## src/rtl/fp_mul_normround.sv

```systemverilog
// Floating-point multiply back end: normalizes a raw significand product, rounds to nearest-even
// and packs an IEEE-754 result. Define FP_NORM_SHIFT4_EN to allow 4-bit normalization steps.
module fp_mul_normround #(
    parameter int unsigned SIG_W = 24,
    parameter int unsigned EXP_W = 8
) (
    input  logic                   clk,
    input  logic                   reset,
    input  logic                   in_valid,
    output logic                   in_ready,
    input  logic [63:0]            prod,
    input  logic [EXP_W+1:0]       exp_sum,
    input  logic                   sign,
    output logic                   out_valid,
    input  logic                   out_ready,
    output logic [EXP_W+SIG_W-1:0] result,
    output logic                   overflow,
    output logic                   underflow,
    output logic                   inexact
);

    localparam int unsigned PM = 2 * SIG_W - 1;
    localparam int unsigned RW = EXP_W + SIG_W;
    localparam int unsigned EW = EXP_W + 3;
    localparam logic signed [EW-1:0] EMAX = EW'(2 ** EXP_W - 1);

    typedef enum logic [1:0] {StIdle, StNorm, StRound, StDone} state_e;

    state_e               state_q, state_d;
    logic [PM:0]          m_q, m_d;
    logic signed [EW-1:0] e_q, e_d;
    logic                 sign_q, sign_d;
    logic                 out_valid_q, out_valid_d;
    logic [RW-1:0]        result_q, result_d;
    logic                 overflow_q, overflow_d;
    logic                 underflow_q, underflow_d;
    logic                 inexact_q, inexact_d;

    logic [SIG_W-2:0]     frac;
    logic                 guard_bit;
    logic                 sticky;
    logic                 round_up;
    logic [SIG_W-1:0]     frac_sum;
    logic signed [EW-1:0] e_rnd;
    logic                 unused_prod;

    assign unused_prod = ^prod[63:PM+1];

    assign in_ready  = (state_q == StIdle) && !reset;
    assign out_valid = out_valid_q;
    assign result    = result_q;
    assign overflow  = overflow_q;
    assign underflow = underflow_q;
    assign inexact   = inexact_q;

    // Round to nearest, ties to even; a carry out of the fraction bumps the exponent.
    assign frac      = m_q[PM-1:SIG_W];
    assign guard_bit = m_q[SIG_W-1];
    assign sticky    = |m_q[SIG_W-2:0];
    assign round_up  = guard_bit & (sticky | frac[0]);
    assign frac_sum  = {1'b0, frac} + {{(SIG_W-1){1'b0}}, round_up};
    assign e_rnd     = e_q + {{(EW-1){1'b0}}, frac_sum[SIG_W-1]};

    always_comb begin
        state_d     = state_q;
        m_d         = m_q;
        e_d         = e_q;
        sign_d      = sign_q;
        out_valid_d = out_valid_q;
        result_d    = result_q;
        overflow_d  = overflow_q;
        underflow_d = underflow_q;
        inexact_d   = inexact_q;

        case (state_q)
            StIdle: begin
                if (in_valid && in_ready) begin
                    m_d         = prod[PM:0];
                    e_d         = {exp_sum[EXP_W+1], exp_sum} + EW'(1);
                    sign_d      = sign;
                    overflow_d  = 1'b0;
                    underflow_d = 1'b0;
                    inexact_d   = 1'b0;
                    if (prod[PM:0] == '0) begin
                        result_d    = {sign, {(RW-1){1'b0}}};
                        out_valid_d = 1'b1;
                        state_d     = StDone;
                    end else begin
                        state_d = StNorm;
                    end
                end
            end
            StNorm: begin
                if (m_q[PM]) begin
                    state_d = StRound;
`ifdef FP_NORM_SHIFT4_EN
                end else if (m_q[PM -: 4] == 4'b0000) begin
                    m_d = m_q << 4;
                    e_d = e_q - EW'(4);
`endif
                end else begin
                    m_d = m_q << 1;
                    e_d = e_q - EW'(1);
                end
            end
            StRound: begin
                out_valid_d = 1'b1;
                state_d     = StDone;
                if (e_rnd >= EMAX) begin
                    result_d    = {sign_q, {EXP_W{1'b1}}, {(SIG_W-1){1'b0}}};
                    overflow_d  = 1'b1;
                    underflow_d = 1'b0;
                    inexact_d   = 1'b1;
                end else if (e_rnd[EW-1] || (e_rnd == '0)) begin
                    // No denormals: anything at or below exponent zero flushes.
                    result_d    = {sign_q, {(RW-1){1'b0}}};
                    overflow_d  = 1'b0;
                    underflow_d = 1'b1;
                    inexact_d   = 1'b1;
                end else begin
                    result_d    = {sign_q, e_rnd[EXP_W-1:0], frac_sum[SIG_W-2:0]};
                    overflow_d  = 1'b0;
                    underflow_d = 1'b0;
                    inexact_d   = guard_bit | sticky;
                end
            end
            StDone: begin
                if (out_ready) begin
                    out_valid_d = 1'b0;
                    state_d     = StIdle;
                end
            end
            default: state_d = StIdle;
        endcase
    end

    always_ff @(posedge clk) begin
        if (reset) begin
            state_q     <= StIdle;
            m_q         <= '0;
            e_q         <= '0;
            sign_q      <= 1'b0;
            out_valid_q <= 1'b0;
            result_q    <= '0;
            overflow_q  <= 1'b0;
            underflow_q <= 1'b0;
            inexact_q   <= 1'b0;
        end else begin
            state_q     <= state_d;
            m_q         <= m_d;
            e_q         <= e_d;
            sign_q      <= sign_d;
            out_valid_q <= out_valid_d;
            result_q    <= result_d;
            overflow_q  <= overflow_d;
            underflow_q <= underflow_d;
            inexact_q   <= inexact_d;
        end
    end

endmodule
```

## config.mk

```make
export PLATFORM = sky130hd
export DESIGN_NAME = fp_mul_normround
export DESIGN_NICKNAME = d
export VERILOG_FILES = /design/src/rtl/fp_mul_normround.sv
export SDC_FILE = /design/constraint.sdc
export NUM_CORES = 1
export LEC_CHECK = 0
export ABC_AREA = 1
export CAP_MARGIN = 20
export CORE_ASPECT_RATIO = 1.2
export CORE_MARGIN = 8
export CORE_UTILIZATION = 52
export DETAILED_ROUTE_END_ITERATION = 7
export PLACE_DENSITY = 0.81
export SETUP_SLACK_MARGIN = 0.15
export SLEW_MARGIN = 20
export SYNTH_ARGS = -nofsm -noshare
export SYNTH_HDL_FRONTEND = slang
export SYNTH_SLANG_ARGS = --single-unit
```

## constraint.sdc

```tcl
create_clock -name clk -period 3.22 [get_ports clk]
set_clock_uncertainty 0.2 [all_clocks]
set_input_delay 0.483 -clock clk [delete_from_list [all_inputs] [get_ports clk]]
set_output_delay 0.483 -clock clk [all_outputs]
set_load 0.03 [all_outputs]
```

==> results.md <==
- The flow ran to the end, and the final reports show no timing, DRC or antenna violations.
- In this run, flip-flops and latches consume 31.4% of the power.
- Entering global routing, the biggest net connects between 90 and 100 pins.
- The proportion of power drawn by combinational gates is 49.0%.
- The met1 track demand over resource in global routing is 27.1%.
- The clock power share is 19.5%.
- The highest ir drop seen on vdd is 0.572 mV.
- Clock tree synthesis selected as its root buffer the cell sky130_fd_sc_hd__clkbuf_16.
- The maximum cell stage delay along the critical path is between 0.3 and 0.4 ns.
- The number of flops mapped to enable cells by yosys is 0.
- The average cell area after synthesis is 7.09 um^2.
- The CTS tree is done.
- The largest fanout on the critical path is 5.
- The combinational family with the most area after synthesis is simple AND/OR/NAND/NOR gates.
- Setup repair after global routing could not meet its margin everywhere.
- The count of endpoints failing setup in the final report is 0.
- The most critical setup path has its endpoint at result[10].
- The share of the clock period used by the worst path is a little over nine tenths.
- The total of warnings raised by yosys is 0.
- In the post-synthesis netlist, the biggest area contributors are sky130_fd_sc_hd__dfxtp_1, sky130_fd_sc_hd__nand2_1, sky130_fd_sc_hd__a221oi_1.
- The worst hold slack is 0.260 ns.
- The number of CTS-inserted buffers is 9.
- Max-cap violations in this run came to 0.
- The critical path depth in cells is 16.
- Of the total power, the share spent switching nets is between 40% and 50%.
- The cell with the biggest individual delay on the critical path is sky130_fd_sc_hd__dfxtp_2.
- The number of cells on the worst reg-to-reg path is 16.
- The worst register-to-register path begins at m_q[32].
- Synthesis produced 803 cells.
- In this run the remaining antenna-violating nets after routing total 0.
- The category of the most critical setup path is reg -> reg.
- At the worst endpoint, the arrival time is 3.05 ns.
- The global-route met3 utilization is 3.95%.
- By count the netlist is led by sky130_fd_sc_hd__nand2_1, sky130_fd_sc_hd__dfxtp_1, sky130_fd_sc_hd__inv_1.
- The share of synthesized area occupied by flip-flops and latches is 34.4%.
- The class of the tightest hold or removal check is reg -> reg.
- After filler insertion, the fill cell instance count of the layout stands at 903.
- In this run the number of H-tree levels came out at 3.
- For this block, the initial DRC count from the detailed router was ~560.
- After Yosys synthesis, and, or, nand and nor cells account for ~28% of the synthesized area.
- The half-perimeter wire length of the detailed placement result is between 10000 and 15000 um.
- The cell area after synthesis is 5700 um^2.
- Derived from the worst setup path, the maximum achievable clock frequency is 0.327 GHz.
- The clock passes through at most 2 buffers.
- The area added between synthesis and finish is 31.6%.
- The clock latency reported for the late side of the worst-skew pair is 0.35 ns.
- Summed over all layers, the global routing overflow is 0.
- The synthesized netlist devotes 22.6% of its cell area to compound gates.
- The synthesized design contains a little under 100 register bits.
- The most common cell in the synthesized netlist is sky130_fd_sc_hd__nand2_1.
- The floorplan die area is around 15000 um^2.
- The clock period could shrink to between 3 and 4 ns.
- The total via count after detailed routing is about 6100.
- STA classifies the critical path endpoint as a flop.
- The clock sink count is 98.
- The floorplan has 42 rows.
- The first global-routing pass estimated 26000 um of wire.
- The number of slew-limit violations in the final report is 0.
- The remaining design rule violation count is 0.
- Tracing the worst setup path back leads to its startpoint at m_q[32].
- The main flop type after synthesis is sky130_fd_sc_hd__dfxtp_1.
- The clock input transition at the sequential cells of the worst setup and hold paths is 0.07 ns.
- The combined area of the multi-input logic cells is 3430 um^2.
- The unique cell type count in the Yosys netlist is 45.
- Before antenna repair, the detailed router went through 8 iterations.
- In this run the power spent charging and discharging nets is approximately 2500 uW.
- The worst setup path is launched from a flop.
- The post-synthesis adder-cell area fraction is 2.20%.
- The final wirelength is 16300 um.
- In this design, the largest share of critical-path delay is due to simple AND/OR/NAND/NOR gates.
- Counting both buffers and inverters, the worst setup path holds a total of 2.
- sky130_fd_sc_hd__dfxtp_1 takes more of the synthesized area than any other cell.
- The share of synthesized area spent on multiplexers is 0%.
- The I/O pin total is 116.
- Global routing consumed, over all layers together, 21.4% of the routing resources.
- The cell-internal power is 3140 uW.
- Walking the worst path, the cells encountered are inv_1 > nor2_2 > nand4_1 > nor4_4 > ha_2 > nand3_1 > o21ai_1 > and2_1 > nand2_1 > nor2_1 > nand2_4 > nand2_8 > nor2_4 > clkbuf_16 > nand3_4 > a21oi_2.
- In this run the power density over the cells is 755 nW/um^2.
- The final net count is 993.
- Across the whole layout, storage elements account for 1970 um^2.
- The hold violation total from the final report is 0.
- The via count normalized by instance count is a little under 6.
- The met2 track utilization from global routing is 34.5%.
- After clock tree synthesis, the flow added hold-fix buffers numbering 0.
- The leakage power is roughly 0.0029 uW.
- The placeable core region is 10900 um^2.
- Of the post-synthesis cell area, the dominant cell type holds between 30% and 40%.
- The global routing stage identified its most utilized layer as met2.
- The setup check on the worst reg-to-reg path leaves a slack of about 0.16 ns.
- The async set-or-reset flop fraction in the synthesized netlist is 0%.
- The initial utilization of the core area, before any placement, comes to between 50% and 60%.
- The diode insertion count for antenna repair is 0.
- The height of the die is approximately 130 um.
- Headroom to the max-slew limit came out at between 30% and 40%.
- In the final layout, the share of cells above drive strength 1 is 13.4%.
- The actual slew at the worst max-slew pin is around 0.94 ns.
- The number of nets in the synthesized netlist is 892.
- Data on the critical path is required at its endpoint by roughly 3.2 ns.
- The via count of the first global-routing pass is approximately 5500.
- The initial antenna violation count came to 0.
- The final estimated routing congestion in global placement is 0.966.
- The endpoint identified for the worst register-to-register timing path is result[10].
- After routing, the total negative slack on setup checks comes to 0 ns.
- The mean routed wirelength per cell is about 16 um.
- The synthesized-area fraction occupied by xor and xnor cells is ~3.1%.
- From left edge to right edge, the die measures 112 um.
- In this run the tool buffered the top-level ports with just under 100 buffer cells.
==> repair_timing <==
| item | in CTS | in global routing |
|---|---|---|
| setup buffers | 5 | 5 |
| endpoints found under the hold margin | 0 | 0 |
| setup endpoints to repair | 30 | 34 |
| pin swaps | 11 | 17 |
| resized for setup | 18 | 40 |
| cloned | 4 | 2 |
==> cells in the final DEF, fill, tap and decap left out, drive strengths merged, types with 2 or more instances in the layout <==
cell type,Yosys,layout
nand2,158,161
clkdlybuf4s50,0,98
dfxtp,98,98
inv,91,93
nor2,91,93
nand3,58,58
a21oi,50,50
a221oi,46,46
a211oi,41,41
o21ai,40,40
buf,13,30
nand4,20,20
xor2,18,18
nor3,14,14
clkbuf,31,11
ha,10,10
a31oi,5,5
clkinv,2,4
o211ai,3,3
xnor2,2,2
and2,2,2
==> flip-flops by register name, summed over array words and instances (netlist names) <==
| signal | count |
|---|---|
| overflow | 1 |
| inexact | 1 |
| e_q | 11 |
| state_q | 2 |
| result | 32 |
| underflow | 1 |
| m_q | 48 |
| sign_q | 1 |
| out_valid | 1 |
==> worst register-to-register path, stage by stage (launching register included) <==
cell	delay, ns
sky130_fd_sc_hd__dfxtp_2	0.36
sky130_fd_sc_hd__inv_1	0.12
sky130_fd_sc_hd__nor2_2	0.17
sky130_fd_sc_hd__nand4_1	0.22
sky130_fd_sc_hd__nor4_4	0.26
sky130_fd_sc_hd__ha_2	0.25
sky130_fd_sc_hd__nand3_1	0.12
sky130_fd_sc_hd__o21ai_1	0.20
sky130_fd_sc_hd__and2_1	0.18
sky130_fd_sc_hd__nand2_1	0.05
sky130_fd_sc_hd__nor2_1	0.18
sky130_fd_sc_hd__nand2_4	0.10
sky130_fd_sc_hd__nand2_8	0.13
sky130_fd_sc_hd__nor2_4	0.07
sky130_fd_sc_hd__clkbuf_16	0.17
sky130_fd_sc_hd__nand3_4	0.06
sky130_fd_sc_hd__a21oi_2	0.05
==> power groups by stage <==
stage                     logic [uW]  clock network (uW)  registers [uW]
after CTS                       2480                1110            1760
final                           2780                1110            1780
after global placement          2200                   0            1770
after detailed placement        2230                   0            1780
after floorplan                 1660                   0            1780
after global routing            3040                1160            1820
==> through the flow <==
stage	instances	cell area (um^2)	power, uW	utilization (%)	worst slack (ns)
after floorplan	803	5700	3440	-	0.386
after global placement	1009	6790	3980	62.4	0.0533
after global routing	1041	7500	6020	68.9	-0.0375
after detailed placement	1009	6790	4010	62.4	-0.0414
after CTS	1034	7280	5360	66.9	0.151
final	1041	7500	5660	68.9	0.163
==> kinds of logic after synthesis <==
logic type / count (synthesis)
buf+inv: 137
compound gates: 191
simple gates: 347
flops: 98
fa+ha+maj: 10
xor+xnor: 20
==> routing by layer <==
layer / wire length [um] / vias up / share of wire [%]
li1: - / 2973 / -
met1: 7120 / 2803 / 44
met2: 7680 / 228 / 47
met3: 1040 / 46 / 6.4
met4: 453 / 0 / 2.8
met5: 0 / - / 0
==> final cells by class <==
class / count / share of cell area (%)
flip-flops and latches: 98 / 26.3
clock buffers: 10 / 3.19
clock inverters: 6 / 0.868
well taps: 132 / 2.20
multi-input cells: 573 / 45.8
repair buffers: 129 / 16.9
inverters: 93 / 4.79
==> worst min-delay path by stage <==
stage / end / slack [ns] / startpoint / depth (start not counted)
after floorplan: sign_q / 0.25 / sign_q / 2
after global placement: result[31] / 0.25 / result[31] / 2
after detailed placement: result[31] / 0.25 / result[31] / 2
after CTS: result[31] / 0.26 / result[31] / 2
after global routing: result[17] / 0.28 / result[17] / 2
final: result[31] / 0.26 / result[31] / 2
Note: power is estimated with default switching activity, not from simulation.
